<file path="src/rtl/l1d_pkg.sv">
// l1d_pkg: controller state encoding plus address-split helpers shared by the
// L1 data cache top and its line store.
package l1d_pkg;

    typedef enum logic [2:0] {
        S_IDLE,
        S_LOOKUP,
        S_WB_REQ,
        S_WB_DATA,
        S_RF_REQ,
        S_RF_DATA
    } state_e;

    function automatic int unsigned byte_bits(input int unsigned data_w);
        return $clog2(data_w / 8);
    endfunction

    function automatic int unsigned off_bits(input int unsigned words_per_line);
        return $clog2(words_per_line);
    endfunction

    function automatic int unsigned idx_bits(input int unsigned num_lines);
        return $clog2(num_lines);
    endfunction

    function automatic int unsigned tag_bits(input int unsigned addr_w, input int unsigned data_w,
                                             input int unsigned num_lines,
                                             input int unsigned words_per_line);
        return addr_w - byte_bits(data_w) - off_bits(words_per_line) - idx_bits(num_lines);
    endfunction

    // Field of `width` bits starting at bit `lsb`; callers size-cast the result.
    function automatic logic [63:0] addr_field(input logic [63:0] addr, input int unsigned lsb,
                                               input int unsigned width);
        return (addr >> lsb) & ((64'd1 << width) - 64'd1);
    endfunction

endpackage

</file>
<file path="src/rtl/l1d_wb_cache_if.sv">
// Core-side request/response bus and memory-side line-burst bus of the L1 data cache.
interface l1d_core_if #(
    parameter int unsigned ADDR_W = 32,
    parameter int unsigned DATA_W = 32
);
    logic              req_valid;
    logic              req_ready;
    logic              req_store;
    logic [ADDR_W-1:0] req_addr;
    logic [DATA_W-1:0] req_wdata;
    logic              rsp_valid;
    logic [DATA_W-1:0] rsp_rdata;

    modport master (output req_valid, req_store, req_addr, req_wdata,
                    input  req_ready, rsp_valid, rsp_rdata);
    modport slave  (input  req_valid, req_store, req_addr, req_wdata,
                    output req_ready, rsp_valid, rsp_rdata);
endinterface

interface l1d_mem_if #(
    parameter int unsigned ADDR_W = 32,
    parameter int unsigned DATA_W = 32
);
    logic              req_valid;
    logic              req_ready;
    logic              req_write;
    logic [ADDR_W-1:0] addr;
    logic              wvalid;
    logic              wready;
    logic [DATA_W-1:0] wdata;
    logic              rvalid;
    logic [DATA_W-1:0] rdata;

    modport master (output req_valid, req_write, addr, wvalid, wdata,
                    input  req_ready, wready, rvalid, rdata);
    modport slave  (input  req_valid, req_write, addr, wvalid, wdata,
                    output req_ready, wready, rvalid, rdata);
endinterface

</file>
<file path="src/rtl/l1d_line_store.sv">
// l1d_line_store: tag/valid/dirty and data arrays of a direct-mapped cache.
// Combinational read and one-word synchronous write at (idx_i, off_i).
module l1d_line_store
    import l1d_pkg::*;
#(
    parameter int unsigned NUM_LINES      = 16,
    parameter int unsigned WORDS_PER_LINE = 4,
    parameter int unsigned TAG_W          = 24,
    parameter int unsigned DATA_W         = 32,
    localparam int unsigned IDX_W         = idx_bits(NUM_LINES),
    localparam int unsigned OFF_W         = off_bits(WORDS_PER_LINE)
) (
    input  logic              clk_i,
    input  logic              rst_i,
    input  logic [IDX_W-1:0]  idx_i,
    input  logic [OFF_W-1:0]  off_i,
    output logic              valid_o,
    output logic              dirty_o,
    output logic [TAG_W-1:0]  tag_o,
    output logic [DATA_W-1:0] rdata_o,
    input  logic              we_i,
    input  logic [DATA_W-1:0] wdata_i,
    input  logic              set_dirty_i,
    input  logic              fill_i,
    input  logic [TAG_W-1:0]  fill_tag_i
);

    logic [NUM_LINES-1:0] valid_q;
    logic [NUM_LINES-1:0] dirty_q;
    logic [TAG_W-1:0]     tag_q  [NUM_LINES];
    logic [DATA_W-1:0]    data_q [NUM_LINES][WORDS_PER_LINE];

    assign valid_o = valid_q[idx_i];
    assign dirty_o = dirty_q[idx_i];
    assign tag_o   = tag_q[idx_i];
    assign rdata_o = data_q[idx_i][off_i];

    always_ff @(posedge clk_i) begin
        if (rst_i) begin
            valid_q <= '0;
            dirty_q <= '0;
        end else if (fill_i) begin
            valid_q[idx_i] <= 1'b1;
            dirty_q[idx_i] <= 1'b0;
        end else if (set_dirty_i) begin
            dirty_q[idx_i] <= 1'b1;
        end
    end

    // Payload arrays carry no reset; the valid bits alone decide whether they mean anything.
    always_ff @(posedge clk_i) begin
        if (we_i) begin
            data_q[idx_i][off_i] <= wdata_i;
        end
        if (fill_i) begin
            tag_q[idx_i] <= fill_tag_i;
        end
    end

endmodule

</file>
<file path="src/rtl/l1d_wb_cache.sv">
// l1d_wb_cache: write-back, write-allocate, direct-mapped L1 data cache controller.
// Define L1D_STATS_EN to add saturating hit_count_o / miss_count_o counters.
module l1d_wb_cache
    import l1d_pkg::*;
#(
    parameter int unsigned ADDR_W         = 32,
    parameter int unsigned DATA_W         = 32,
    parameter int unsigned NUM_LINES      = 16,
    parameter int unsigned WORDS_PER_LINE = 4
) (
    input  logic       clk_i,
    input  logic       rst_i,
    l1d_core_if.slave  core_bus,
    l1d_mem_if.master  mem_bus
`ifdef L1D_STATS_EN
    ,
    output logic [31:0] hit_count_o,
    output logic [31:0] miss_count_o
`endif
);

    localparam int unsigned BYTE_W  = byte_bits(DATA_W);
    localparam int unsigned OFF_W   = off_bits(WORDS_PER_LINE);
    localparam int unsigned IDX_W   = idx_bits(NUM_LINES);
    localparam int unsigned TAG_W   = tag_bits(ADDR_W, DATA_W, NUM_LINES, WORDS_PER_LINE);
    localparam int unsigned IDX_LSB = BYTE_W + OFF_W;
    localparam int unsigned TAG_LSB = IDX_LSB + IDX_W;
    localparam logic [OFF_W-1:0]   LAST_BEAT = OFF_W'(WORDS_PER_LINE - 1);
    localparam logic [IDX_LSB-1:0] LINE_LSBS = '0;

    state_e            state_q, state_d;
    logic              req_store_q;
    logic [ADDR_W-1:0] req_addr_q;
    logic [DATA_W-1:0] req_wdata_q;
    logic [OFF_W-1:0]  beat_q, beat_d;
    logic              rsp_valid_q, rsp_valid_d;
    logic [DATA_W-1:0] rsp_rdata_q, rsp_rdata_d;

    logic [OFF_W-1:0]  req_off;
    logic [IDX_W-1:0]  req_idx;
    logic [TAG_W-1:0]  req_tag;
    logic              accept, hit, live;

    logic [OFF_W-1:0]  st_off;
    logic              st_valid, st_dirty, st_we, st_set_dirty, st_fill;
    logic [TAG_W-1:0]  st_tag;
    logic [DATA_W-1:0] st_rdata, st_wdata;

    assign req_off = OFF_W'(addr_field(64'(req_addr_q), BYTE_W, OFF_W));
    assign req_idx = IDX_W'(addr_field(64'(req_addr_q), IDX_LSB, IDX_W));
    assign req_tag = TAG_W'(addr_field(64'(req_addr_q), TAG_LSB, TAG_W));

    assign live   = !rst_i;
    assign accept = core_bus.req_valid && core_bus.req_ready;
    assign hit    = st_valid && (st_tag == req_tag);
    // Bursts walk the line with the beat counter; everything else uses the request word.
    assign st_off = (state_q == S_WB_DATA || state_q == S_RF_DATA) ? beat_q : req_off;

    l1d_line_store #(
        .NUM_LINES      (NUM_LINES),
        .WORDS_PER_LINE (WORDS_PER_LINE),
        .TAG_W          (TAG_W),
        .DATA_W         (DATA_W)
    ) u_store (
        .clk_i       (clk_i),
        .rst_i       (rst_i),
        .idx_i       (req_idx),
        .off_i       (st_off),
        .valid_o     (st_valid),
        .dirty_o     (st_dirty),
        .tag_o       (st_tag),
        .rdata_o     (st_rdata),
        .we_i        (st_we),
        .wdata_i     (st_wdata),
        .set_dirty_i (st_set_dirty),
        .fill_i      (st_fill),
        .fill_tag_i  (req_tag)
    );

    assign core_bus.req_ready = live && (state_q == S_IDLE);
    assign core_bus.rsp_valid = live && rsp_valid_q;
    assign core_bus.rsp_rdata = rsp_rdata_q;

    assign mem_bus.req_valid = live && (state_q == S_WB_REQ || state_q == S_RF_REQ);
    assign mem_bus.req_write = live && (state_q == S_WB_REQ);
    assign mem_bus.addr      = !live                ? '0 :
                               (state_q == S_WB_REQ) ? {st_tag, req_idx, LINE_LSBS} :
                               (state_q == S_RF_REQ) ? {req_tag, req_idx, LINE_LSBS} : '0;
    assign mem_bus.wvalid    = live && (state_q == S_WB_DATA);
    assign mem_bus.wdata     = mem_bus.wvalid ? st_rdata : '0;

    always_comb begin
        state_d      = state_q;
        beat_d       = beat_q;
        rsp_valid_d  = 1'b0;
        rsp_rdata_d  = rsp_rdata_q;
        st_we        = 1'b0;
        st_wdata     = req_wdata_q;
        st_set_dirty = 1'b0;
        st_fill      = 1'b0;
        case (state_q)
            S_IDLE: begin
                if (accept) state_d = S_LOOKUP;
            end
            S_LOOKUP: begin
                if (hit) begin
                    rsp_valid_d = 1'b1;
                    state_d     = S_IDLE;
                    if (req_store_q) begin
                        st_we        = 1'b1;
                        st_set_dirty = 1'b1;
                        rsp_rdata_d  = req_wdata_q;
                    end else begin
                        rsp_rdata_d  = st_rdata;
                    end
                end else if (st_valid && st_dirty) begin
                    state_d = S_WB_REQ;
                end else begin
                    state_d = S_RF_REQ;
                end
            end
            S_WB_REQ: begin
                if (mem_bus.req_ready) state_d = S_WB_DATA;
            end
            S_WB_DATA: begin
                if (mem_bus.wready) begin
                    beat_d = beat_q + OFF_W'(1);
                    if (beat_q == LAST_BEAT) state_d = S_RF_REQ;
                end
            end
            S_RF_REQ: begin
                if (mem_bus.req_ready) state_d = S_RF_DATA;
            end
            S_RF_DATA: begin
                if (mem_bus.rvalid) begin
                    st_we    = 1'b1;
                    st_wdata = mem_bus.rdata;
                    beat_d   = beat_q + OFF_W'(1);
                    // Line only becomes valid once the final beat lands.
                    if (beat_q == LAST_BEAT) begin
                        st_fill = 1'b1;
                        state_d = S_LOOKUP;
                    end
                end
            end
            default: state_d = S_IDLE;
        endcase
    end

    always_ff @(posedge clk_i) begin
        if (rst_i) begin
            state_q     <= S_IDLE;
            beat_q      <= '0;
            rsp_valid_q <= 1'b0;
            rsp_rdata_q <= '0;
            req_store_q <= 1'b0;
            req_addr_q  <= '0;
            req_wdata_q <= '0;
        end else begin
            state_q     <= state_d;
            beat_q      <= beat_d;
            rsp_valid_q <= rsp_valid_d;
            rsp_rdata_q <= rsp_rdata_d;
            if (accept) begin
                req_store_q <= core_bus.req_store;
                req_addr_q  <= core_bus.req_addr;
                req_wdata_q <= core_bus.req_wdata;
            end
        end
    end

`ifdef L1D_STATS_EN
    logic        relook_q;
    logic [31:0] hit_cnt_q, miss_cnt_q;

    // relook_q marks the LOOKUP that follows a refill so it is not counted twice.
    always_ff @(posedge clk_i) begin
        if (rst_i) begin
            relook_q   <= 1'b0;
            hit_cnt_q  <= '0;
            miss_cnt_q <= '0;
        end else begin
            if (accept)       relook_q <= 1'b0;
            else if (st_fill) relook_q <= 1'b1;
            if (state_q == S_LOOKUP && !relook_q) begin
                if (hit) hit_cnt_q  <= hit_cnt_q  + {31'd0, ~&hit_cnt_q};
                else     miss_cnt_q <= miss_cnt_q + {31'd0, ~&miss_cnt_q};
            end
        end
    end

    assign hit_count_o  = hit_cnt_q;
    assign miss_count_o = miss_cnt_q;
`endif

endmodule
</file>
<file path="src/flat_wrapper.sv">
// flat-port wrapper written by rule: the top's interface ports become plain ports
module l1d_wb_cache_flat import l1d_pkg::*;
#(
    parameter int unsigned ADDR_W         = 32,
    parameter int unsigned DATA_W         = 32,
    parameter int unsigned NUM_LINES      = 16,
    parameter int unsigned WORDS_PER_LINE = 4
)
  (clk_i, rst_i, core_bus_req_valid, core_bus_req_store, core_bus_req_addr, core_bus_req_wdata, core_bus_req_ready, core_bus_rsp_valid, core_bus_rsp_rdata, mem_bus_req_valid, mem_bus_req_write, mem_bus_addr, mem_bus_wvalid, mem_bus_wdata, mem_bus_req_ready, mem_bus_wready, mem_bus_rvalid, mem_bus_rdata);
  l1d_core_if #(.ADDR_W(ADDR_W), .DATA_W(DATA_W)) core_bus_i ();
  l1d_mem_if #(.ADDR_W(ADDR_W), .DATA_W(DATA_W)) mem_bus_i ();
  input  logic clk_i;
  input  logic rst_i;
  input wire logic [$bits(core_bus_i.req_valid)-1:0] core_bus_req_valid;
  input wire logic [$bits(core_bus_i.req_store)-1:0] core_bus_req_store;
  input wire logic [$bits(core_bus_i.req_addr)-1:0] core_bus_req_addr;
  input wire logic [$bits(core_bus_i.req_wdata)-1:0] core_bus_req_wdata;
  output wire logic [$bits(core_bus_i.req_ready)-1:0] core_bus_req_ready;
  output wire logic [$bits(core_bus_i.rsp_valid)-1:0] core_bus_rsp_valid;
  output wire logic [$bits(core_bus_i.rsp_rdata)-1:0] core_bus_rsp_rdata;
  output wire logic [$bits(mem_bus_i.req_valid)-1:0] mem_bus_req_valid;
  output wire logic [$bits(mem_bus_i.req_write)-1:0] mem_bus_req_write;
  output wire logic [$bits(mem_bus_i.addr)-1:0] mem_bus_addr;
  output wire logic [$bits(mem_bus_i.wvalid)-1:0] mem_bus_wvalid;
  output wire logic [$bits(mem_bus_i.wdata)-1:0] mem_bus_wdata;
  input wire logic [$bits(mem_bus_i.req_ready)-1:0] mem_bus_req_ready;
  input wire logic [$bits(mem_bus_i.wready)-1:0] mem_bus_wready;
  input wire logic [$bits(mem_bus_i.rvalid)-1:0] mem_bus_rvalid;
  input wire logic [$bits(mem_bus_i.rdata)-1:0] mem_bus_rdata;
  assign core_bus_i.req_valid = core_bus_req_valid;
  assign core_bus_i.req_store = core_bus_req_store;
  assign core_bus_i.req_addr = core_bus_req_addr;
  assign core_bus_i.req_wdata = core_bus_req_wdata;
  assign core_bus_req_ready = core_bus_i.req_ready;
  assign core_bus_rsp_valid = core_bus_i.rsp_valid;
  assign core_bus_rsp_rdata = core_bus_i.rsp_rdata;
  assign mem_bus_req_valid = mem_bus_i.req_valid;
  assign mem_bus_req_write = mem_bus_i.req_write;
  assign mem_bus_addr = mem_bus_i.addr;
  assign mem_bus_wvalid = mem_bus_i.wvalid;
  assign mem_bus_wdata = mem_bus_i.wdata;
  assign mem_bus_i.req_ready = mem_bus_req_ready;
  assign mem_bus_i.wready = mem_bus_wready;
  assign mem_bus_i.rvalid = mem_bus_rvalid;
  assign mem_bus_i.rdata = mem_bus_rdata;
  l1d_wb_cache #(.ADDR_W(ADDR_W), .DATA_W(DATA_W), .NUM_LINES(NUM_LINES), .WORDS_PER_LINE(WORDS_PER_LINE)) u_core (.clk_i(clk_i), .rst_i(rst_i), .core_bus(core_bus_i), .mem_bus(mem_bus_i));
endmodule
</file>
<file path="config.mk">
export PLATFORM = sky130hd
export DESIGN_NAME = l1d_wb_cache_flat
export DESIGN_NICKNAME = d
export VERILOG_FILES = /design/src/rtl/l1d_pkg.sv /design/src/rtl/l1d_wb_cache_if.sv /design/src/rtl/l1d_line_store.sv /design/src/rtl/l1d_wb_cache.sv /design/src/flat_wrapper.sv
export SDC_FILE = /design/constraint.sdc
export NUM_CORES = 2
export LEC_CHECK = 0
export BUFFER_PORTS_ARGS = -buffer_cell sky130_fd_sc_hd__buf_2
export CAP_MARGIN = 20
export CELL_PAD_IN_SITES_DETAIL_PLACEMENT = 1
export CELL_PAD_IN_SITES_GLOBAL_PLACEMENT = 1
export CORE_MARGIN = 2
export CORE_UTILIZATION = 40
export DETAILED_ROUTE_END_ITERATION = 6
export PLACE_DENSITY_LB_ADDON = 0.1
export SLEW_MARGIN = 30
export SYNTH_ARGS = -nofsm -noshare
export SYNTH_HDL_FRONTEND = slang
export SYNTH_HIERARCHICAL = 1
export SYNTH_SLANG_ARGS = --single-unit
export TNS_END_PERCENT = 100
</file>
<file path="constraint.sdc">
create_clock -name clk_i -period 9.05 [get_ports clk_i]
set_input_delay 1.81 -clock clk_i [delete_from_list [all_inputs] [get_ports clk_i]]
set_output_delay 1.81 -clock clk_i [all_outputs]
set_load 0.05 [all_outputs]
</file>
Yosys cells after proc, flatten, opt, wreduce, memory -nomap -nowiden:

Memory sizes are Yosys's and may differ from the RTL's. A register that Yosys moved wholly into a read port is not among the register bits.
Index checks and enable logic that the tools add are counted.

* register bits: 135
* memory bits (writable): 2432
* logic and storage cells: 107
* memories kept: 2

* add/subtract/negate cells: 1
* order comparisons: 4
* equal/unequal tests: 14
* multiplexer cells: 51
* bitwise operators: 6
* reduce and logical (&&, ||, !) cells: 20

Memory list
* u_core.u_store.data_q: depth 16, bits a word 128, rd ports 1, clocked after memory_dff 1, write ports 1, RTL line l1d_line_store.sv:31 `logic [DATA_W-1:0] data_q [NUM_LINES][WORDS_PER_LINE];`
* u_core.u_store.tag_q: depth 16, bits a word 24, rd ports 1, clocked after memory_dff 1, write ports 1, RTL line l1d_line_store.sv:30 `logic [TAG_W-1:0] tag_q [NUM_LINES];`

Operators with widths (number)
* two-way mux 32 bit: 10
* two-way mux 128 bit: 1
* binary-select mux 32 bit (select 2 bit): 1
* demux 32 bit (select 2 bit): 1
* two-way mux 16 bit: 2
* bitwise OR 16 bit: 2
* two-way mux 3 bit: 9
* equality test 24 bit: 1
* one-hot mux 3 bit (6 select lines): 1
* AND 16 bit: 1
* two-way mux 4 bit: 4
* inverter 16 bit: 1
* two-way mux 1 bit: 14
* inequality test 2 bit (second input constant): 6
* logical AND 1 bit: 10
* binary-select mux 1 bit (select 4 bit): 2
* AND reduction 7 bit: 1
* equality test 3 x 2 -> 1 bit (second input constant): 2
* equality test 3 bit (second input constant): 2
* two-way mux 2 bit: 3
* less-than comparator 4 x 5 -> 1 bit (second input constant): 1
* demux 1 bit (select 4 bit): 1
* >= comparator 4 x 1 -> 1 bit (second input constant): 1
* one-hot mux 2 bit (2 select lines): 1
* other kinds (16): 18

Longest topological paths before layout:

* depth after elaboration: 9
* depth in mapped cells: 15

Hierarchy:

The synthesis kept the hierarchy.

By module, submodules not included
* l1d_line_store: instances 1, cells an instance 3938, area an instance 92834.0 um2
* l1d_wb_cache: instances 1, cells an instance 659, area an instance 5439.0 um2

Worst setup path after synthesis:

Ideal clock, no wire load.

* path kind: register to register
* start: register u_core.req_addr_q[4]
* end: memory u_core/u_store/data_q[11][100] (netlist name), enable pin
* setup time: 0.421 ns
* data arrival time: 5.847 ns
* required time: 8.629 ns
* path slack: 2.781 ns
* stages on the path, launching flop included: 16
* path buffers: 6
* clock period less this slack: 6.269 ns
* path through: dfxtp_1 > buf_2 > buf_4 > buf_2 > buf_2 > mux4_2 > mux4_2 > xnor2_1 > nand4_1 > or4_4 > nor3_4 > a21bo_2 > or3b_2 > clkbuf_1 > clkbuf_1 > nor2_1

* longest elaborated chain between the ends: 7

RTL lines
* from (decl): RTL line l1d_wb_cache.sv:33 `logic [ADDR_W-1:0] req_addr_q;`
* from (signal assigned): RTL line l1d_wb_cache.sv:166 `req_addr_q <= core_bus.req_addr;`
* binary-select mux 1 bit (select 4 bit): RTL line l1d_line_store.sv:33 `assign valid_o = valid_q[idx_i];`
* two-way mux 1 bit (not written as such): RTL line l1d_line_store.sv:33
* logical AND 1 bit: RTL line l1d_wb_cache.sv:55 `assign hit = st_valid && (st_tag == req_tag);`
* two-way mux 1 bit: RTL line l1d_wb_cache.sv:106 `if (hit) begin`
* one-hot mux 1 bit (2 select lines): RTL line l1d_wb_cache.sv:101 `case (state_q)`
* named net u_core.st_we: RTL line l1d_wb_cache.sv:45 `logic st_valid, st_dirty, st_we, st_set_dirty, st_fill;`
* two-way mux 1 bit: RTL line l1d_line_store.sv:52 `if (we_i) begin`
* two-way mux 128 bit (not written as such): RTL line l1d_line_store.sv:53 `data_q[idx_i][off_i] <= wdata_i;`
* to (decl): RTL line l1d_line_store.sv:31

The timed path passes the listed nets, and every way through them passes these cells. The select of a mux whose other input is x is not followed.

==> impl_metrics.json <==
{
  "layout.core_utilization": 0.463,
  "timing.final.crit_share": 0.852,
  "cts_inserted_buffers": 296,
  "cp.arrival_ps": 5900,
  "cts_tree": "yes",
  "antenna_found_initial": 27,
  "grt_setup_unrepaired": "false",
  "grt_pass1_wl_microns": 391000,
  "internal_portion_of_total_power_mw": 21.5,
  "power_density_over_the_cells_nw_per_um2": 256,
  "startpoint_type": "register",
  "status": "finished clean",
  "grt_remaining_overflow": 0,
  "power.share.combinational": 0.137,
  "max_freq_mhz": 130,
  "final_gp_congestion": 0.765,
  "critical_path_class": "reg -> out",
  "cts_htree_levels": 5,
  "power.share.sequential": 0.480,
  "dp.final_hpwl_microns": 161000,
  "switchingPower_mw": 7.41,
  "period_minus_slack_ps": 7710,
  "core_area_sq_um": 244000,
  "floorplan.initialDensity": 0.403,
  "yosys_warning_count": 6,
  "setup.worst_path.end_class": "output pin",
  "detailedPlace.worstSlack_ps": 2110,
  "wire_per_inst_microns": 32.7,
  "drt_pass1_iterations": 5,
  "fp.dieArea_sq_um": 250000,
  "floorplan.die.width_microns": 500,
  "async_reset_ff_frac": 0,
  "track_usage": 0.220,
  "die-height_microns": 500,
  "via_cell_ratio": 5.73,
  "io-pin-count": 204,
  "post_synthesis_average_cell_area_sq_um": 21.4,
  "post_synth_instance_area_sq_um": 98300,
  "via_count": 48000,
  "via_count_of_the_first_global_routing_pass": 51600,
  "p_r_area_growth_vs_syn_pct": 14.9,
  "post_cts_buffers": 0,
  "num_rows": 181,
  "power.share.clock": 0.383,
  "cts_hold_repair.buffers": 0,
  "clock_skew_ps": 61.9,
  "cts.sink_count": 2565,
  "final_net_count": 5063,
  "setup_viol": 0,
  "drt_iter0_markers": 4105,
  "drt_drc": 0,
  "synth-main-ff-cell": "sky130_fd_sc_hd__edfxtp_1",
  "hold_path_class": "reg -> reg",
  "max_cap_violations": 0,
  "clock_path_buffers": 4,
  "number_of_port_buffers": 197,
  "synth_cells": 4597,
  "yosysSeqAreaShare": 0.770,
  "final_layout_size_suffix_gt1_frac": 0.298,
  "drt-total-wl_microns": 274000,
  "crit_required_ps": 7240,
  "synth.ff_latch_count": 2565,
  "hold_viol_final": 0,
  "timing.slew.headroom": 0.345,
  "final_antenna_net_count": 0,
  "fillers": 21900,
  "number_of_enable_flip_flop_cells_after_synthesis": 2432,
  "tightest_slew_ps": 982,
  "p_sw_frac": 0.257,
  "synth.lib_cells_used.distinct": 48,
  "multi_input_gate_area_in_the_final_layout_sq_um": 21900,
  "cts.clk_slew.worst_paths_ps": 60,
  "totalNegativeSetupSlack_ps": 0,
  "power_leakage_nw": 35.1,
  "postCtsResizedCells": 0,
  "grt_start_max_net_pins": 102,
  "fin_ws_ps": 1340,
  "final-max-slew-violation-count": 0,
  "clk_latency_ps": 940,
  "ir_worst_vdd_mv": 0.202,
  "critical_path.max_fanout": 69,
  "regArea_sq_um": 75700,
  "clock_tree.root_cell": "sky130_fd_sc_hd__clkbuf_16"
}
-- cells in the final DEF (no fill, tap or decap), types with 6 or more instances in the layout --
cell type,instances
sky130_fd_sc_hd__clkbuf_16,301
sky130_fd_sc_hd__a22oi_1,256
sky130_fd_sc_hd__and2_1,35
sky130_fd_sc_hd__diode_2,17
sky130_fd_sc_hd__xnor2_1,18
sky130_fd_sc_hd__clkinv_1,60
sky130_fd_sc_hd__nor2_1,41
sky130_fd_sc_hd__xor2_1,7
sky130_fd_sc_hd__clkinvlp_4,7
sky130_fd_sc_hd__clkbuf_1,70
sky130_fd_sc_hd__mux4_2,642
sky130_fd_sc_hd__nand2_1,208
sky130_fd_sc_hd__edfxtp_1,2432
sky130_fd_sc_hd__buf_4,130
sky130_fd_sc_hd__nor3_1,18
sky130_fd_sc_hd__clkinv_2,38
sky130_fd_sc_hd__mux2_2,58
sky130_fd_sc_hd__buf_2,197
sky130_fd_sc_hd__a31oi_1,12
sky130_fd_sc_hd__mux2i_1,33
sky130_fd_sc_hd__dfxtp_1,128
sky130_fd_sc_hd__clkbuf_8,9
sky130_fd_sc_hd__nand3_1,65
sky130_fd_sc_hd__mux2_4,9
sky130_fd_sc_hd__a21oi_1,139
sky130_fd_sc_hd__a22o_1,23
sky130_fd_sc_hd__or4_1,32
sky130_fd_sc_hd__bufinv_16,11
sky130_fd_sc_hd__nor2_4,65
sky130_fd_sc_hd__and3_4,12
sky130_fd_sc_hd__nand4_1,6
sky130_fd_sc_hd__buf_12,18
-- critical path: stages, from the launching register on --
cell and delay, ps:
sky130_fd_sc_hd__dfxtp_4 860, sky130_fd_sc_hd__buf_12 550, sky130_fd_sc_hd__buf_12 400, sky130_fd_sc_hd__buf_16 390, sky130_fd_sc_hd__mux4_2 560, sky130_fd_sc_hd__a22oi_1 310
sky130_fd_sc_hd__a21oi_1 210, sky130_fd_sc_hd__or4_1 930, sky130_fd_sc_hd__and2_1 290, sky130_fd_sc_hd__buf_2 210
-- cells in the mapped netlist (8+ instances only) --
| library cell | number | area, sq um |
|---|---|---|
| sky130_fd_sc_hd__mux2i_1 | 33 | 330 |
| sky130_fd_sc_hd__nor2b_1 | 8 | 50.1 |
| sky130_fd_sc_hd__a31oi_1 | 12 | 75.1 |
| sky130_fd_sc_hd__nand3_1 | 67 | 335 |
| sky130_fd_sc_hd__nand2_1 | 210 | 788 |
| sky130_fd_sc_hd__a22oi_1 | 256 | 1920 |
| sky130_fd_sc_hd__mux4_2 | 642 | 14500 |
| sky130_fd_sc_hd__nor3_1 | 18 | 90.1 |
| sky130_fd_sc_hd__buf_1 | 31 | 116 |
| sky130_fd_sc_hd__buf_2 | 61 | 305 |
| sky130_fd_sc_hd__a21oi_1 | 139 | 696 |
| sky130_fd_sc_hd__and3_1 | 18 | 113 |
| sky130_fd_sc_hd__buf_4 | 10 | 75.1 |
| sky130_fd_sc_hd__buf_6 | 13 | 146 |
| sky130_fd_sc_hd__xnor2_1 | 18 | 158 |
| sky130_fd_sc_hd__or4_1 | 32 | 240 |
| sky130_fd_sc_hd__clkbuf_1 | 171 | 642 |
| sky130_fd_sc_hd__and2_1 | 40 | 250 |
| sky130_fd_sc_hd__edfxtp_1 | 2432 | 73000 |
| sky130_fd_sc_hd__dfxtp_1 | 133 | 2660 |
| sky130_fd_sc_hd__nor2_1 | 108 | 405 |
| sky130_fd_sc_hd__a22o_1 | 23 | 201 |
| sky130_fd_sc_hd__mux2_2 | 67 | 754 |
-- area by class of cell --
type / instances / share of cell area
Sequential cell: 2565 / 0.671
Multi-Input combinational cell: 1743 / 0.194
Timing Repair Buffer: 350 / 0.0216
Inverter: 3 / 0.000144
Clock buffer: 380 / 0.0701
Antenna cell: 17 / 0.000377
Clock inverter: 121 / 0.00759
Tap cell: 3202 / 0.0355
-- kinds of logic (layout without fill, tap and decap cells) --
kind of cell / count (synthesis) / count (layout) / synth area share
other: 1 / 21 / 0.0000382
XOR/XNOR: 25 / 25 / 0.00223
buffers and inverters: 292 / 854 / 0.0136
AND/OR/NAND/NOR: 526 / 526 / 0.0250
multiplexers: 742 / 742 / 0.158
adder cells (fa/ha/maj): 1 / 1 / 0.000127
AO/OA/AOI/OAI: 445 / 445 / 0.0306
flip-flops: 2565 / 2565 / 0.770
-- worst paths after layout --
kind	from	end	slack, ps	cells after the start
setup / recovery	u_core/req_addr_q[4]	mem_bus_wdata[5]	1340	9
hold reg to reg	u_core/core_bus.rsp_rdata[25]	u_core/core_bus.rsp_rdata[25]	460	2
hold / removal	u_core/core_bus.rsp_rdata[25]	u_core/core_bus.rsp_rdata[25]	460	2
setup reg to reg	u_core/req_addr_q[4]	u_core/u_store/data_q[11][14]	2210	11
-- through the flow --
stage / cell area, sq um / total power [mW] / hold WS (ps) / std cells
after floorplan: 98300 / 16.4 / 431 / 4600
after global placement: 104000 / 18.1 / 441 / 7858
after detailed placement: 104000 / 18.1 / 444 / 7861
after CTS: 113000 / 29.2 / 461 / 8362
after global routing: 113000 / 29.9 / 474 / 8370
final: 113000 / 28.9 / 459 / 8381
-- power by group through the flow --
stage	clock network (mW)	logic [mW]	registers [mW]
6_report	11.1	3.95	13.9
3_3_place_gp	0	3.94	14.1
5_1_grt	11.8	4.22	13.9
2_1_floorplan	0	2.44	14.0
3_5_place_dp	0	4.02	14.1
4_1_cts	11.3	4.03	13.9
-- registers in the layout (all words and copies together), names as in the netlist, named ones only --
| signal | count |
|---|---|
| u_core/req_store_q | 1 |
| u_core/rsp_valid_q | 1 |
| u_core/core_bus.rsp_rdata | 32 |
| u_core/u_store/valid_q | 16 |
| u_core/req_wdata_q | 32 |
| u_core/req_addr_q | 30 |
| u_core/beat_q | 2 |
| u_core/state_q | 3 |
| u_core/u_store/tag_q | 384 |
| u_core/u_store/data_q | 2048 |
-- layer usage --
layer	track usage	wire length, microns	share of wire
met3	0.0388	14200	0.052
met5	0	34	0.00012
met2	0.371	137000	0.50
met1	0.296	116000	0.42
met4	0.0556	6690	0.024
Note: power is estimated with default switching activity, not from simulation.
